### config.mk
export PLATFORM = sky130hd
export DESIGN_NAME = serial_adder
export DESIGN_NICKNAME = d
export VERILOG_FILES = /design/src/rtl/serial_adder.sv
export SDC_FILE = /design/constraint.sdc
export NUM_CORES = 1
export LEC_CHECK = 0
export ABC_AREA = 1
export BUFFER_PORTS_ARGS = -buffer_cell sky130_fd_sc_hd__clkbuf_2
export CORE_MARGIN = 2
export CORE_UTILIZATION = 30
export DETAILED_ROUTE_END_ITERATION = 6
export HOLD_SLACK_MARGIN = 0.06
export PLACE_DENSITY = 0.51
export REMOVE_ABC_BUFFERS = 1
export SKIP_CTS_REPAIR_TIMING = 1
export SLEW_MARGIN = 20
export SYNTH_ARGS = -nofsm -noshare
export SYNTH_HDL_FRONTEND = slang
export SYNTH_HIERARCHICAL = 1
export SYNTH_SLANG_ARGS = --single-unit
### constraint.sdc
create_clock -name clk -period 1.51 [get_ports clk]
set_input_delay 0.2265 -clock clk [delete_from_list [all_inputs] [get_ports clk]]
set_output_delay 0.2265 -clock clk [all_outputs]
set_load 0.01 [all_outputs]
### src/rtl/serial_adder.sv
// Bit-serial unsigned adder: operands load in parallel, one bit per cycle
// LSB-first through a pair of half-adders, result presented in parallel.

// Half-adder cell; the serial slice chains two of these plus an OR.
module ha (
    input  logic a,
    input  logic b,
    output logic s,
    output logic c
);
    assign s = a ^ b;
    assign c = a & b;
endmodule

// state  | meaning
// -------+-----------------------------------------------------------
// IDLE   | waiting for start; sum/cout hold the last result
// ADD    | one bit slice per edge, WIDTH edges total, busy=1
// DONE   | single-cycle done pulse, returns to IDLE unconditionally
module serial_adder #(
    parameter int WIDTH = 8
) (
    input  logic             clk,
    input  logic             rst,
    input  logic             start,
    input  logic [WIDTH-1:0] a,
    input  logic [WIDTH-1:0] b,
    output logic             busy,
    output logic             done,
    output logic [WIDTH-1:0] sum,
    output logic             cout
);
    localparam int CW = (WIDTH > 1) ? $clog2(WIDTH) : 1;
    localparam logic [CW-1:0] LAST = CW'(WIDTH - 1);

    localparam logic [1:0] S_IDLE = 2'd0;
    localparam logic [1:0] S_ADD  = 2'd1;
    localparam logic [1:0] S_DONE = 2'd2;

    logic [1:0]       state_q, state_d;
    logic [WIDTH-1:0] sha_q, sha_d;
    logic [WIDTH-1:0] shb_q, shb_d;
    logic [WIDTH-1:0] shr_q, shr_d;
    logic [WIDTH-1:0] sum_q, sum_d;
    logic             carry_q, carry_d;
    logic             cout_q, cout_d;
    logic [CW-1:0]    count_q, count_d;

    logic s1, c1, s_bit, c2, c_bit;

    // Full-adder slice built from two half-adders; the carry flop closes the loop.
    ha u_ha0 (.a(sha_q[0]), .b(shb_q[0]), .s(s1),    .c(c1));
    ha u_ha1 (.a(s1),       .b(carry_q),  .s(s_bit), .c(c2));
    assign c_bit = c1 | c2;

    // Next-state and datapath updates; everything holds unless a state acts on it.
    always_comb begin
        state_d = state_q;
        sha_d   = sha_q;
        shb_d   = shb_q;
        shr_d   = shr_q;
        sum_d   = sum_q;
        carry_d = carry_q;
        cout_d  = cout_q;
        count_d = count_q;
        case (state_q)
            S_IDLE: begin
                if (start) begin
                    sha_d   = a;
                    shb_d   = b;
                    shr_d   = '0;
                    carry_d = 1'b0;
                    count_d = '0;
                    state_d = S_ADD;
                end
            end
            S_ADD: begin
                sha_d   = sha_q >> 1;
                shb_d   = shb_q >> 1;
                shr_d   = {s_bit, shr_q[WIDTH-1:1]};
                carry_d = c_bit;
                count_d = count_q + CW'(1);
                if (count_q == LAST) begin
                    // Final slice: publish the fully shifted result with this edge's bit.
                    sum_d   = {s_bit, shr_q[WIDTH-1:1]};
                    cout_d  = c_bit;
                    state_d = S_DONE;
                end
            end
            S_DONE: begin
                state_d = S_IDLE;
            end
            default: begin
                state_d = S_IDLE;
            end
        endcase
    end

    // State registers with synchronous reset taking priority over everything.
    always_ff @(posedge clk) begin
        if (rst) begin
            state_q <= S_IDLE;
            sha_q   <= '0;
            shb_q   <= '0;
            shr_q   <= '0;
            sum_q   <= '0;
            carry_q <= 1'b0;
            cout_q  <= 1'b0;
            count_q <= '0;
        end else begin
            state_q <= state_d;
            sha_q   <= sha_d;
            shb_q   <= shb_d;
            shr_q   <= shr_d;
            sum_q   <= sum_d;
            carry_q <= carry_d;
            cout_q  <= cout_d;
            count_q <= count_d;
        end
    end

    assign busy = (state_q == S_ADD);
    assign done = (state_q == S_DONE);
    assign sum  = sum_q;
    assign cout = cout_q;
endmodule
==> insert_results.sql, run 1 <==
INSERT INTO impl_metrics (metric_group, metric, value, unit) VALUES
('critical_path', 'terminus_of_the_critical_flop_to_flop_path', 'carry_q', ''),
('cells_and_area', 'drive_above_1_share', '37.91', '%'),
('route', 'detail-route-antenna-nets', '0', ''),
('sta', 'slew_viol_final', '0', ''),
('critical_path', 'worst-endpoint-required', '1280', 'ps'),
('place', 'globalplace.congestion', '0.7226', ''),
('critical_path', 'cp_max_fanout', '14', ''),
('floorplan', 'chipWidth', '84.69', 'µm'),
('sta', 'setup-violations-final', '0', ''),
('cts', 'clock_insertion_delay_worst_skew', '290', 'ps'),
('logic_synthesis', 'synth.yosys.warnings', '6', ''),
('route', 'dr.first_iter.drc_count', '60', ''),
('worst_hold_path', 'min-delay-path-class', 'primary input to flop', ''),
('global_routing', 'overflow', '0', ''),
('place', 'port-buffer-count', '29', ''),
('sta', 'clock-skew-final', '5.852', 'ps'),
('route', 'vias_per_cell', '4.503', ''),
('global_routing', 'grt_max_degree', '22', ''),
('pwr', 'vdd.ir_drop.worst', '0.0005032', 'V'),
('cts', 'cts.sinks', '38', ''),
('pwr', 'power.total', '2.493', 'mW'),
('route', 'post_detailed_routing_wire_length', '4100', 'µm'),
('global_routing', 'global_route.usage.total', '12.41', '%'),
('logic_synthesis', 'ys_seq_elements', '38', ''),
('place', 'hpwlAfterDp', '2675', 'µm'),
('cells_and_area', 'final_cell_area', '0.002349', 'mm²'),
('cells_and_area', 'finalNonFillerCells', '354', ''),
('global_routing', 'grt_pass1_vias', '1549', ''),
('sta', 'maxSlewHeadroom', '75.78', '%'),
('critical_path', 'worstSetupEndpoint', 'busy', ''),
('floorplan', 'floorplan.die_area', '0.007172', 'mm²'),
('critical_path', 'startpoint_of_the_most_critical_setup_path', 'state_q[1]', ''),
('floorplan', 'rows', '29', ''),
('pwr', 'powerDensity', '1061', 'mW/mm²'),
('critical_path', 'timing.reg2reg.worst_path_depth', '5', ''),
('floorplan', 'coreArea', '0.006314', 'mm²'),
('critical_path', 'slack_of_the_worst_reg_to_reg_path', '160', 'ps'),
('pwr', 'p_leak', '1.029', 'nW'),
('route', 'route.vias.total', '1594', ''),
('cts', 'clock_slew_at_reported_path_ffs', '80', 'ps'),
('place', 'placed_cells_incl_taps', '335', ''),
('critical_path', 'critical_path.endpoint_type', 'primary output', ''),
('route', 'dr.pass1.iters', '4', ''),
('sta', 'layout_worst_path_cycle_share', '93.40', '%'),
('global_routing', 'grt_first_pass_wirelength', '7155', 'µm'),
('logic_synthesis', 'synthCells', '236', ''),
('run_status', 'status', 'finished, final reports clean', ''),
('cts', 'htree_levels', '2', ''),
('global_routing', 'grt_antenna_before_repair', '0', ''),
('cts', 'cts_tree', 'built', ''),
('logic_synthesis', 'synth_seq_area_share', '38.95', '%'),
('place', 'placement.cell_area', '0.002116', 'mm²'),
('critical_path', 'critical_path_class', 'flop to primary output', ''),
('cts', 'inserted_clock_buffers', '5', ''),
('critical_path', 'cp_data_arrival_time', '1180', 'ps'),
('flow_run', 'cap_viol_max_count', '0', ''),
('logic_synthesis', 'synth.cell_area', '0.001953', 'mm²'),
('sta', 'timing.final.hold_violations', '0', ''),
('floorplan', 'start_util', '30.94', '%'),
('route', 'wl_per_cell', '11.58', 'µm'),
('sta', 'rsz0062_at_grt', 'false', ''),
('logic_synthesis', 'yosys.cell_types.count', '21', ''),
('cts', 'clockBufferDepth', '2', ''),
('critical_path', 'setup.worst_path.start_class', 'flop', ''),
('sta', 'fmax', '0.7091', 'GHz'),
('route', 'detail_route.drc_violations', '0', ''),
('floorplan', 'chipHeight', '84.69', 'µm'),
('cells_and_area', 'layout-area-overhead-vs-synth', '20.24', '%'),
('sta', 'finalCriticalPeriod', '1410', 'ps'),
('cts', 'cts.root.buffer_cell', 'sky130_fd_sc_hd__clkbuf_8', ''),
('critical_path', 'timing.rr.start', 'sha_q[0]', ''),
('cells_and_area', 'fin_nets', '299', ''),
('sta', 'timing_worst_slew_pin_value', '363.3', 'ps'),
('cells_and_area', 'insertedDiodeCount', '0', ''),
('floorplan', 'floorplan.io_pins', '30', ''),
('logic_synthesis', 'postSynthAreaPerCell', '8.276', 'µm²');
[routing by layer]
layer  part of all wire, %  vias up  global-route usage [%]
li1                      -      840                       -
met1                    50      724                   15.57
met2                    45       26                   20.11
met3                   3.8        4                   3.343
met4                   1.2        0                   5.195
met5                     0        -                       0
[cells in the mapped netlist]
master / number / share of area, %
sky130_fd_sc_hd__nand2_1: 45 / 8.6
sky130_fd_sc_hd__nand3_1: 39 / 10
sky130_fd_sc_hd__dfxtp_1: 38 / 39
sky130_fd_sc_hd__inv_1: 28 / 5.4
sky130_fd_sc_hd__a21oi_2: 20 / 9.0
sky130_fd_sc_hd__nand3_2: 20 / 10
sky130_fd_sc_hd__nor2_1: 9 / 1.7
sky130_fd_sc_hd__a21oi_1: 6 / 1.5
sky130_fd_sc_hd__buf_2: 6 / 1.5
sky130_fd_sc_hd__buf_4: 5 / 1.9
sky130_fd_sc_hd__ha_1: 4 / 2.6
sky130_fd_sc_hd__buf_12: 3 / 3.1
sky130_fd_sc_hd__inv_2: 3 / 0.58
sky130_fd_sc_hd__nand2_4: 2 / 1.2
sky130_fd_sc_hd__o21ai_0: 2 / 0.51
sky130_fd_sc_hd__buf_6: 1 / 0.58
sky130_fd_sc_hd__inv_4: 1 / 0.32
sky130_fd_sc_hd__nand2_8: 1 / 1.0
sky130_fd_sc_hd__nor2_4: 1 / 0.58
sky130_fd_sc_hd__o21a_1: 1 / 0.38
sky130_fd_sc_hd__or2_2: 1 / 0.32
[report_power, final]
group	switching [mW]	internal, mW
logic	0.192	0.138
registers	0.0289	1.04
clock network	0.383	0.705
total	0.604	1.89
[cell type report]
type | count | area, µm²
Tap cell | 77 | 96.34
Sequential cell | 38 | 760.7
Clock inverter | 2 | 60.06
Clock buffer | 6 | 82.58
Fill cell | 708 | 3965
Multi-Input combinational cell | 151 | 930.9
Inverter | 32 | 130.1
Timing Repair Buffer | 48 | 287.8
[per-stage QoR]
| stage | setup slack [ps] | hold slack (ps) | setup TNS [ps] | util, % |
|---|---|---|---|---|
| finish | 99.68 | 154.3 | 0 | 37.20 |
| global route | 13.52 | 150.0 | 0 | 37.20 |
| CTS | -144.5 | 145.7 | -144.5 | 35.77 |
| detailed placement | 167.3 | 456.5 | 0 | 33.51 |
| global placement | 173.1 | 451.1 | 0 | 33.51 |
| floorplan | 93.73 | 288.9 | 0 | - |
[layout by cell type, fill, tap and decap left out, drive strengths merged]
| master | Yosys | routed |
|---|---|---|
| buf | 15 | 19 |
| o21a | 1 | 1 |
| nand3 | 59 | 59 |
| nand2 | 48 | 48 |
| clkinv | 0 | 1 |
| nor2 | 10 | 10 |
| o21ai | 2 | 2 |
| clkbuf | 0 | 35 |
| a21oi | 26 | 26 |
| dfxtp | 38 | 38 |
| or2 | 1 | 1 |
| ha | 4 | 4 |
| inv | 32 | 31 |
| bufinv | 0 | 2 |
[state kept, by name, indices dropped and copies added, names as in the netlist]
| register | count |
|---|---|
| sha_q | 8 |
| shb_q | 8 |
| sum | 8 |
| shr_q | 7 |
| count_q | 3 |
| state_q | 2 |
| carry_q | 1 |
| cout | 1 |
[worst max-delay path, cell delays in order (launching register included)]
cell	delay, ps
sky130_fd_sc_hd__dfxtp_1	390
sky130_fd_sc_hd__clkinv_4	130
sky130_fd_sc_hd__nand2_8	150
sky130_fd_sc_hd__inv_6	80
sky130_fd_sc_hd__clkbuf_2	130
[worst min path at each step]
stage | cells after the start | endpoint | slack [ps] | startpoint
2_1_floorplan | 1 | carry_q | 290 | rst
3_3_place_gp | 1 | count_q[0] | 450 | count_q[0]
3_5_place_dp | 2 | cout | 460 | cout
4_1_cts | 3 | sha_q[7] | 150 | a[7]
5_1_grt | 3 | shb_q[7] | 150 | b[7]
6_report | 3 | sha_q[7] | 150 | a[7]
[kinds of logic after synthesis]
logic type | synth area share (%)
flops | 38.95
fa+ha+maj | 2.563
simple gates | 33.70
compound gates | 11.40
buf+inv | 13.39
No activity file was read; power rests on OpenSTA's default activity.
==> run 2: changes to the inputs <==
- CORE_MARGIN: 2 -> default
- GPL_TIMING_DRIVEN: default -> 0
==> run 2 against run 1 <==
Via count fell by 1.3%; critical path type unchanged; clock power down 33%; maximum frequency is 1.1% lower; combinational power down 9.7%; the flow now finishes with violations (design-rule violations); critical path depth stayed put; utilization down 1.6 points; clock skew hardly changed; critical endpoint unchanged.
==> insert_results.sql, run 2 (synthesis gave the netlist of run 1 again) <==
INSERT INTO impl_metrics (metric_group, metric, value, unit) VALUES
('route', 'dr.first_iter.drc_count', '88', ''),
('critical_path', 'worstSetupEndpoint', 'busy', ''),
('floorplan', 'rows', '29', ''),
('cts', 'htree_levels', '2', ''),
('floorplan', 'chipWidth', '82.69', 'µm'),
('cts', 'inserted_clock_buffers', '5', ''),
('pwr', 'powerDensity', '937.2', 'mW/mm²'),
('place', 'placement.cell_area', '0.002056', 'mm²'),
('pwr', 'power.total', '2.106', 'mW'),
('route', 'detail-route-antenna-nets', '0', ''),
('critical_path', 'terminus_of_the_critical_flop_to_flop_path', 'cout', ''),
('sta', 'whs', '161.2', 'ps'),
('cells_and_area', 'final_cell_area', '0.002247', 'mm²'),
('cells_and_area', 'layout_commonest_cell', 'sky130_fd_sc_hd__nand2_1', ''),
('cells_and_area', 'drive_above_1_share', '36.33', '%'),
('cts', 'clockBufferDepth', '2', ''),
('critical_path', 'critical_path.endpoint_type', 'primary output', ''),
('sta', 'setup-violations-final', '0', ''),
('critical_path', 'worst-endpoint-required', '1280', 'ps'),
('place', 'placed_cells_incl_taps', '327', ''),
('place', 'port-buffer-count', '29', ''),
('cts', 'clock_insertion_delay_worst_skew', '290', 'ps'),
('flow_run', 'cap_viol_max_count', '0', ''),
('cells_and_area', 'postLayoutCoreUtil', '35.59', '%'),
('route', 'wl_per_cell', '11.62', 'µm'),
('sta', 'timing.final.hold_violations', '0', ''),
('worst_hold_path', 'min-delay-start', 'b[7]', ''),
('critical_path', 'slack_of_the_worst_reg_to_reg_path', '130', 'ps'),
('critical_path', 'timing.reg2reg.worst_path_depth', '5', ''),
('critical_path', 'critical_path_class', 'flop to primary output', ''),
('global_routing', 'grt_pass1_vias', '1406', ''),
('route', 'route.vias.total', '1574', ''),
('run_status', 'status', 'finished with violations', ''),
('cells_and_area', 'layout.filler_cells', '693', ''),
('global_routing', 'global_route.usage.total', '12.26', '%'),
('floorplan', 'coreArea', '0.006314', 'mm²'),
('route', 'vias_per_cell', '4.576', ''),
('global_routing', 'overflow', '0', ''),
('pwr', 'p_leak', '0.9601', 'nW'),
('cells_and_area', 'finalNonFillerCells', '344', ''),
('route', 'dr.pass1.iters', '6', ''),
('floorplan', 'start_util', '30.94', '%'),
('global_routing', 'grt_first_pass_wirelength', '6230', 'µm'),
('critical_path', 'timing.rr.start', 'sha_q[0]', ''),
('sta', 'timing_worst_slew_pin_value', '756.0', 'ps'),
('floorplan', 'floorplan.io_pins', '30', ''),
('sta', 'finalCriticalPeriod', '1426', 'ps'),
('cts', 'cts.sinks', '38', ''),
('run_status', 'failed_checks', 'design-rule violations', ''),
('sta', 'clock-skew-final', '5.458', 'ps'),
('cells_and_area', 'commonest_cells_after_routing_fill_and_taps_aside', 'sky130_fd_sc_hd__nand2_1, sky130_fd_sc_hd__nand3_1, sky130_fd_sc_hd__dfxtp_1', ''),
('cells_and_area', 'layout-area-overhead-vs-synth', '15.05', '%'),
('sta', 'setup_slack', '84.38', 'ps'),
('cells_and_area', 'fin_nets', '289', ''),
('global_routing', 'grt_max_degree', '42', ''),
('pwr', 'p_sw_share', '27.59', '%'),
('cts', 'clock_slew_at_reported_path_ffs', '80', 'ps'),
('pwr', 'vdd.ir_drop.worst', '0.0003959', 'V'),
('cts', 'cts_tree', 'built', ''),
('sta', 'maxSlewHeadroom', '49.60', '%'),
('cts', 'cts.root.buffer_cell', 'sky130_fd_sc_hd__clkbuf_8', ''),
('pwr', 'combPwrFrac', '14.2', '%'),
('critical_path', 'cp_max_fanout', '14', ''),
('critical_path', 'cp_data_arrival_time', '1200', 'ps'),
('place', 'globalplace.congestion', '0.6785', ''),
('place', 'post-place-ws', '-368.2', 'ps'),
('sta', 'rsz0062_at_grt', 'false', ''),
('sta', 'fmax', '0.7015', 'GHz'),
('route', 'post_detailed_routing_wire_length', '3997', 'µm'),
('sta', 'slew_viol_final', '0', ''),
('sta', 'fin_setup_tns', '0', 'ps'),
('route', 'detail_route.drc_violations', '2', ''),
('pwr', 'power.sequential.fraction', '51.3', '%'),
('pwr', 'intPower', '1.525', 'mW'),
('floorplan', 'floorplan.die_area', '0.006837', 'mm²'),
('critical_path', 'startpoint_of_the_most_critical_setup_path', 'state_q[1]', ''),
('sta', 'layout_worst_path_cycle_share', '94.41', '%'),
('worst_hold_path', 'min-delay-path-class', 'primary input to flop', ''),
('critical_path', 'setup.worst_path.start_class', 'flop', ''),
('pwr', 'power.clock.fraction', '34.5', '%'),
('global_routing', 'grt_antenna_before_repair', '0', ''),
('cells_and_area', 'insertedDiodeCount', '0', ''),
('floorplan', 'chipHeight', '82.69', 'µm'),
('pwr', 'switching_power', '581.1', 'µW'),
('place', 'hpwlAfterDp', '2330', 'µm');
run 2: changes by cell type in the layout (fill, tap and decap cells not counted), sizes merged:
cell	before	now
nand2	48	50
buf	19	8
clkbuf	35	34
clkinvlp	0	1
bufinv	2	0
clkinv	1	2
run 2: area by class of cell:
class / count / area, µm² / area share [%]
well taps: 77 / 96.34 / 4.287
clock inverters: 2 / 12.51 / 0.5568
clock buffers: 6 / 82.58 / 3.675
repair buffers: 36 / 197.7 / 8.797
inverters: 32 / 130.1 / 5.791
flip-flops and latches: 38 / 765.7 / 34.08
multi-input cells: 153 / 962.2 / 42.82
run 2: worst max-delay path, stage by stage, from the launching register on:
cell	delay (ps)
sky130_fd_sc_hd__dfxtp_2	360
sky130_fd_sc_hd__clkinv_4	140
sky130_fd_sc_hd__nand2_8	180
sky130_fd_sc_hd__inv_6	80
sky130_fd_sc_hd__clkbuf_2	130
run 2: worst min path at each step:
stage,to,depth (start not counted),slack (ps)
floorplan,carry_q,1,290
global placement,count_q[0],1,450
detailed placement,count_q[0],1,460
CTS,shb_q[7],3,150
global route,shb_q[7],3,170
finish,shb_q[7],3,160
run 2: power by group through the flow:
stage / Combinational (mW) / Clock [mW] / Sequential, mW
detailed placement: 0.275 / 0 / 1.11
global placement: 0.273 / 0 / 1.11
global route: 0.336 / 0.800 / 1.09
floorplan: 0.191 / 0 / 1.10
CTS: 0.276 / 0.762 / 1.08
finish: 0.299 / 0.727 / 1.08
run 2: per-layer routing:
metal  global-route usage, %  wire [µm]  vias to the layer above  part of all wire, %
li1                        -          -                      825                    -
met1                   14.84       1973                      712                   49
met2                   19.84       1797                       30                   45
met3                   3.297        155                        7                  3.9
met4                   6.207         70                        0                  1.8
met5                       0          0                        -                    0
==> run 3: changes to the inputs <==
- ABC_CLOCK_PERIOD_IN_PS: default -> 1510
- SYNTH_HIERARCHICAL: 1 -> default
==> run 3 against run 2 <==
The flow now finishes without violations; die area shrank 5.4%; power shrank 4.9%; sequential cell count is the same; clock-buffer cell count shrank 1; combinational power shrank 10%; sequential power is essentially flat; utilization grew 0.42 points; global-route usage grew 0.35 points; cell count shrank 1.7%; wire length shrank 0.63%; worst hold slack gained 7.7 ps.
==> insert_results.sql, run 3 <==
INSERT INTO impl_metrics (metric_group, metric, value, unit) VALUES
('sta', 'rsz0062_at_grt', 'false', ''),
('global_routing', 'grt_max_degree', '43', ''),
('critical_path', 'critical_path_class', 'flop to primary output', ''),
('cts', 'cts.root.buffer_cell', 'sky130_fd_sc_hd__clkbuf_8', ''),
('route', 'detail-route-antenna-nets', '0', ''),
('critical_path', 'worst-endpoint-required', '1280', 'ps'),
('place', 'hpwlAfterDp', '2254', 'µm'),
('logic_synthesis', 'yosys.area.top_type_share', '41.22', '%'),
('sta', 'whs', '168.8', 'ps'),
('route', 'vias_per_cell', '4.618', ''),
('global_routing', 'grt_first_pass_wirelength', '6203', 'µm'),
('route', 'post_detailed_routing_wire_length', '3972', 'µm'),
('logic_synthesis', 'synth.yosys.warnings', '0', ''),
('route', 'detail_route.drc_violations', '0', ''),
('sta', 'setup-violations-final', '0', ''),
('pwr', 'powerDensity', '939.1', 'mW/mm²'),
('worst_hold_path', 'whs_path_depth', '3', ''),
('place', 'globalplace.congestion', '0.6650', ''),
('sta', 'clock-skew-final', '2.330', 'ps'),
('route', 'dr.pass1.iters', '4', ''),
('logic_synthesis', 'synthCells', '233', ''),
('floorplan', 'chipHeight', '80.43', 'µm'),
('logic_synthesis', 'yosys.cell_count.top_type', 'sky130_fd_sc_hd__nand3_1', ''),
('cts', 'cts_tree', 'built', ''),
('floorplan', 'rows', '28', ''),
('cells_and_area', 'fin_nets', '285', ''),
('cells_and_area', 'layout-area-overhead-vs-synth', '15.53', '%'),
('cells_and_area', 'layout_commonest_cell', 'sky130_fd_sc_hd__nand3_1', ''),
('worst_hold_path', 'min-delay-path-class', 'primary input to flop', ''),
('sta', 'timing.final.hold_violations', '0', ''),
('flow_run', 'cap_viol_max_count', '0', ''),
('sta', 'slew_viol_final', '0', ''),
('cts', 'htree_levels', '2', ''),
('route', 'wl_per_cell', '11.75', 'µm'),
('cts', 'clockBufferDepth', '2', ''),
('logic_synthesis', 'ys_seq_elements', '38', ''),
('floorplan', 'floorplan.die_area', '0.006469', 'mm²'),
('floorplan', 'chipWidth', '80.43', 'µm'),
('cells_and_area', 'commonest_cells_after_routing_fill_and_taps_aside', 'sky130_fd_sc_hd__nand3_1, sky130_fd_sc_hd__nand2_1, sky130_fd_sc_hd__dfxtp_1', ''),
('logic_synthesis', 'dominantRegCellSynth', 'sky130_fd_sc_hd__dfxtp_1', ''),
('logic_synthesis', 'async_flop_share', '0', '%'),
('critical_path', 'setup.worst_path.start_class', 'flop', ''),
('global_routing', 'global_route.usage.total', '12.61', '%'),
('cts', 'clock_insertion_delay_worst_skew', '290', 'ps'),
('run_status', 'status', 'finished, final reports clean', ''),
('cts', 'inserted_clock_buffers', '5', ''),
('logic_synthesis', 'synth_edf_count', '0', ''),
('sta', 'setup_slack', '108.9', 'ps'),
('cells_and_area', 'drive_above_1_share', '28.52', '%'),
('sta', 'maxSlewHeadroom', '59.33', '%'),
('cts', 'cts.sinks', '38', ''),
('sta', 'finalCriticalPeriod', '1401', 'ps'),
('logic_synthesis', 'synth_seq_area_share', '41.22', '%'),
('critical_path', 'cp_max_fanout', '14', ''),
('floorplan', 'coreArea', '0.005921', 'mm²'),
('logic_synthesis', 'postSynthAreaPerCell', '7.921', 'µm²'),
('logic_synthesis', 'synth.cell_area', '0.001846', 'mm²'),
('critical_path', 'cp_data_arrival_time', '1170', 'ps'),
('floorplan', 'start_util', '31.17', '%'),
('route', 'dr.first_iter.drc_count', '62', ''),
('logic_synthesis', 'synth_common_cells', 'sky130_fd_sc_hd__nand3_1, sky130_fd_sc_hd__nand2_1, sky130_fd_sc_hd__dfxtp_1', ''),
('critical_path', 'critical_path.endpoint_type', 'primary output', ''),
('place', 'post-place-ws', '-322.1', 'ps'),
('pwr', 'vdd.ir_drop.worst', '0.0004903', 'V'),
('logic_synthesis', 'synthDominantAreaCellType', 'sky130_fd_sc_hd__dfxtp_1', ''),
('pwr', 'power.total', '2.002', 'mW'),
('cts', 'clock_slew_at_reported_path_ffs', '70', 'ps'),
('sta', 'fmax', '0.7137', 'GHz'),
('logic_synthesis', 'yosys.cell_types.count', '23', ''),
('global_routing', 'grt_antenna_before_repair', '0', ''),
('global_routing', 'overflow', '0', ''),
('pwr', 'p_leak', '0.9482', 'nW'),
('critical_path', 'timing.reg2reg.worst_path_depth', '5', ''),
('place', 'port-buffer-count', '29', ''),
('cells_and_area', 'insertedDiodeCount', '0', ''),
('logic_synthesis', 'synth.area.top_cells', 'sky130_fd_sc_hd__dfxtp_1, sky130_fd_sc_hd__nand3_1, sky130_fd_sc_hd__nand2_1, sky130_fd_sc_hd__inv_1, sky130_fd_sc_hd__nand3_2', ''),
('floorplan', 'floorplan.io_pins', '30', ''),
('sta', 'timing_worst_slew_pin_value', '610.0', 'ps'),
('route', 'route.vias.total', '1561', ''),
('sta', 'layout_worst_path_cycle_share', '92.79', '%'),
('global_routing', 'grt_pass1_vias', '1363', '');
run 3: changes by cell type after synthesis, moves of 2 or more:
cell and delta:
sky130_fd_sc_hd__nand3_1 +13, sky130_fd_sc_hd__a21oi_2 -10, sky130_fd_sc_hd__nand3_2 -10, sky130_fd_sc_hd__a21oi_1 +9, sky130_fd_sc_hd__nor2_1 -3, sky130_fd_sc_hd__buf_2 -2, sky130_fd_sc_hd__buf_6 +2, sky130_fd_sc_hd__ha_1 -2
run 3: worst paths after layout:
path | startpoint | to | slack (ps)
max | state_q[1] | busy | 110
min | b[7] | shb_q[7] | 170
max reg2reg | state_q[1] | sha_q[5] | 160
min reg2reg | cout | cout | 470
run 3: kinds of logic (layout without fill, tap and decap cells):
group	Yosys count	count (layout)	synth area share (%)
simple gates	117	119	32.81
compound gates	28	28	9.763
fa+ha+maj	3	3	2.441
flops	38	38	41.22
buf+inv	47	75	13.76
run 3: stage by stage:
stage	cells	util (%)	instance area, µm²	setup TNS, ps
final	338	36.01	2132	0
after floorplan	218	-	1714	0
after detailed placement	322	32.99	1953	-7198
after CTS	329	34.32	2032	-8189
after global routing	338	36.01	2132	0
after global placement	322	32.99	1953	-7584
run 3: worst max-delay path, stage by stage, from the launching register on:
cell and delay (ps):
sky130_fd_sc_hd__dfxtp_2 360, sky130_fd_sc_hd__clkinv_4 130, sky130_fd_sc_hd__nand2_8 170, sky130_fd_sc_hd__inv_6 80, sky130_fd_sc_hd__clkbuf_2 130
run 3: power breakdown:
part           internal, mW  switching, mW  leakage, nW
Clock                 0.310          0.351       0.0438
Combinational        0.0973          0.170        0.594
Sequential             1.05         0.0283        0.311
Total                  1.45          0.550        0.948
run 3: area by class of cell:
class / instances / area, µm²
fill: 677 / 3789
clock buffer: 5 / 68.82
tap: 75 / 93.84
sequential: 38 / 765.7
clock inverter: 2 / 10.01
multi-input combinational: 150 / 853.3
inverter: 32 / 130.1
timing repair buffer: 36 / 210.2
run 3: metal layers:
metal,share of wire (%),vias up,GRT usage (%),routed length [µm]
met3,3.2,7,3.068,128
met2,46,29,19.66,1845
met4,1.7,0,6.607,66
met5,0,-,0,0
li1,-,812,-,-
met1,49,713,15.94,1931
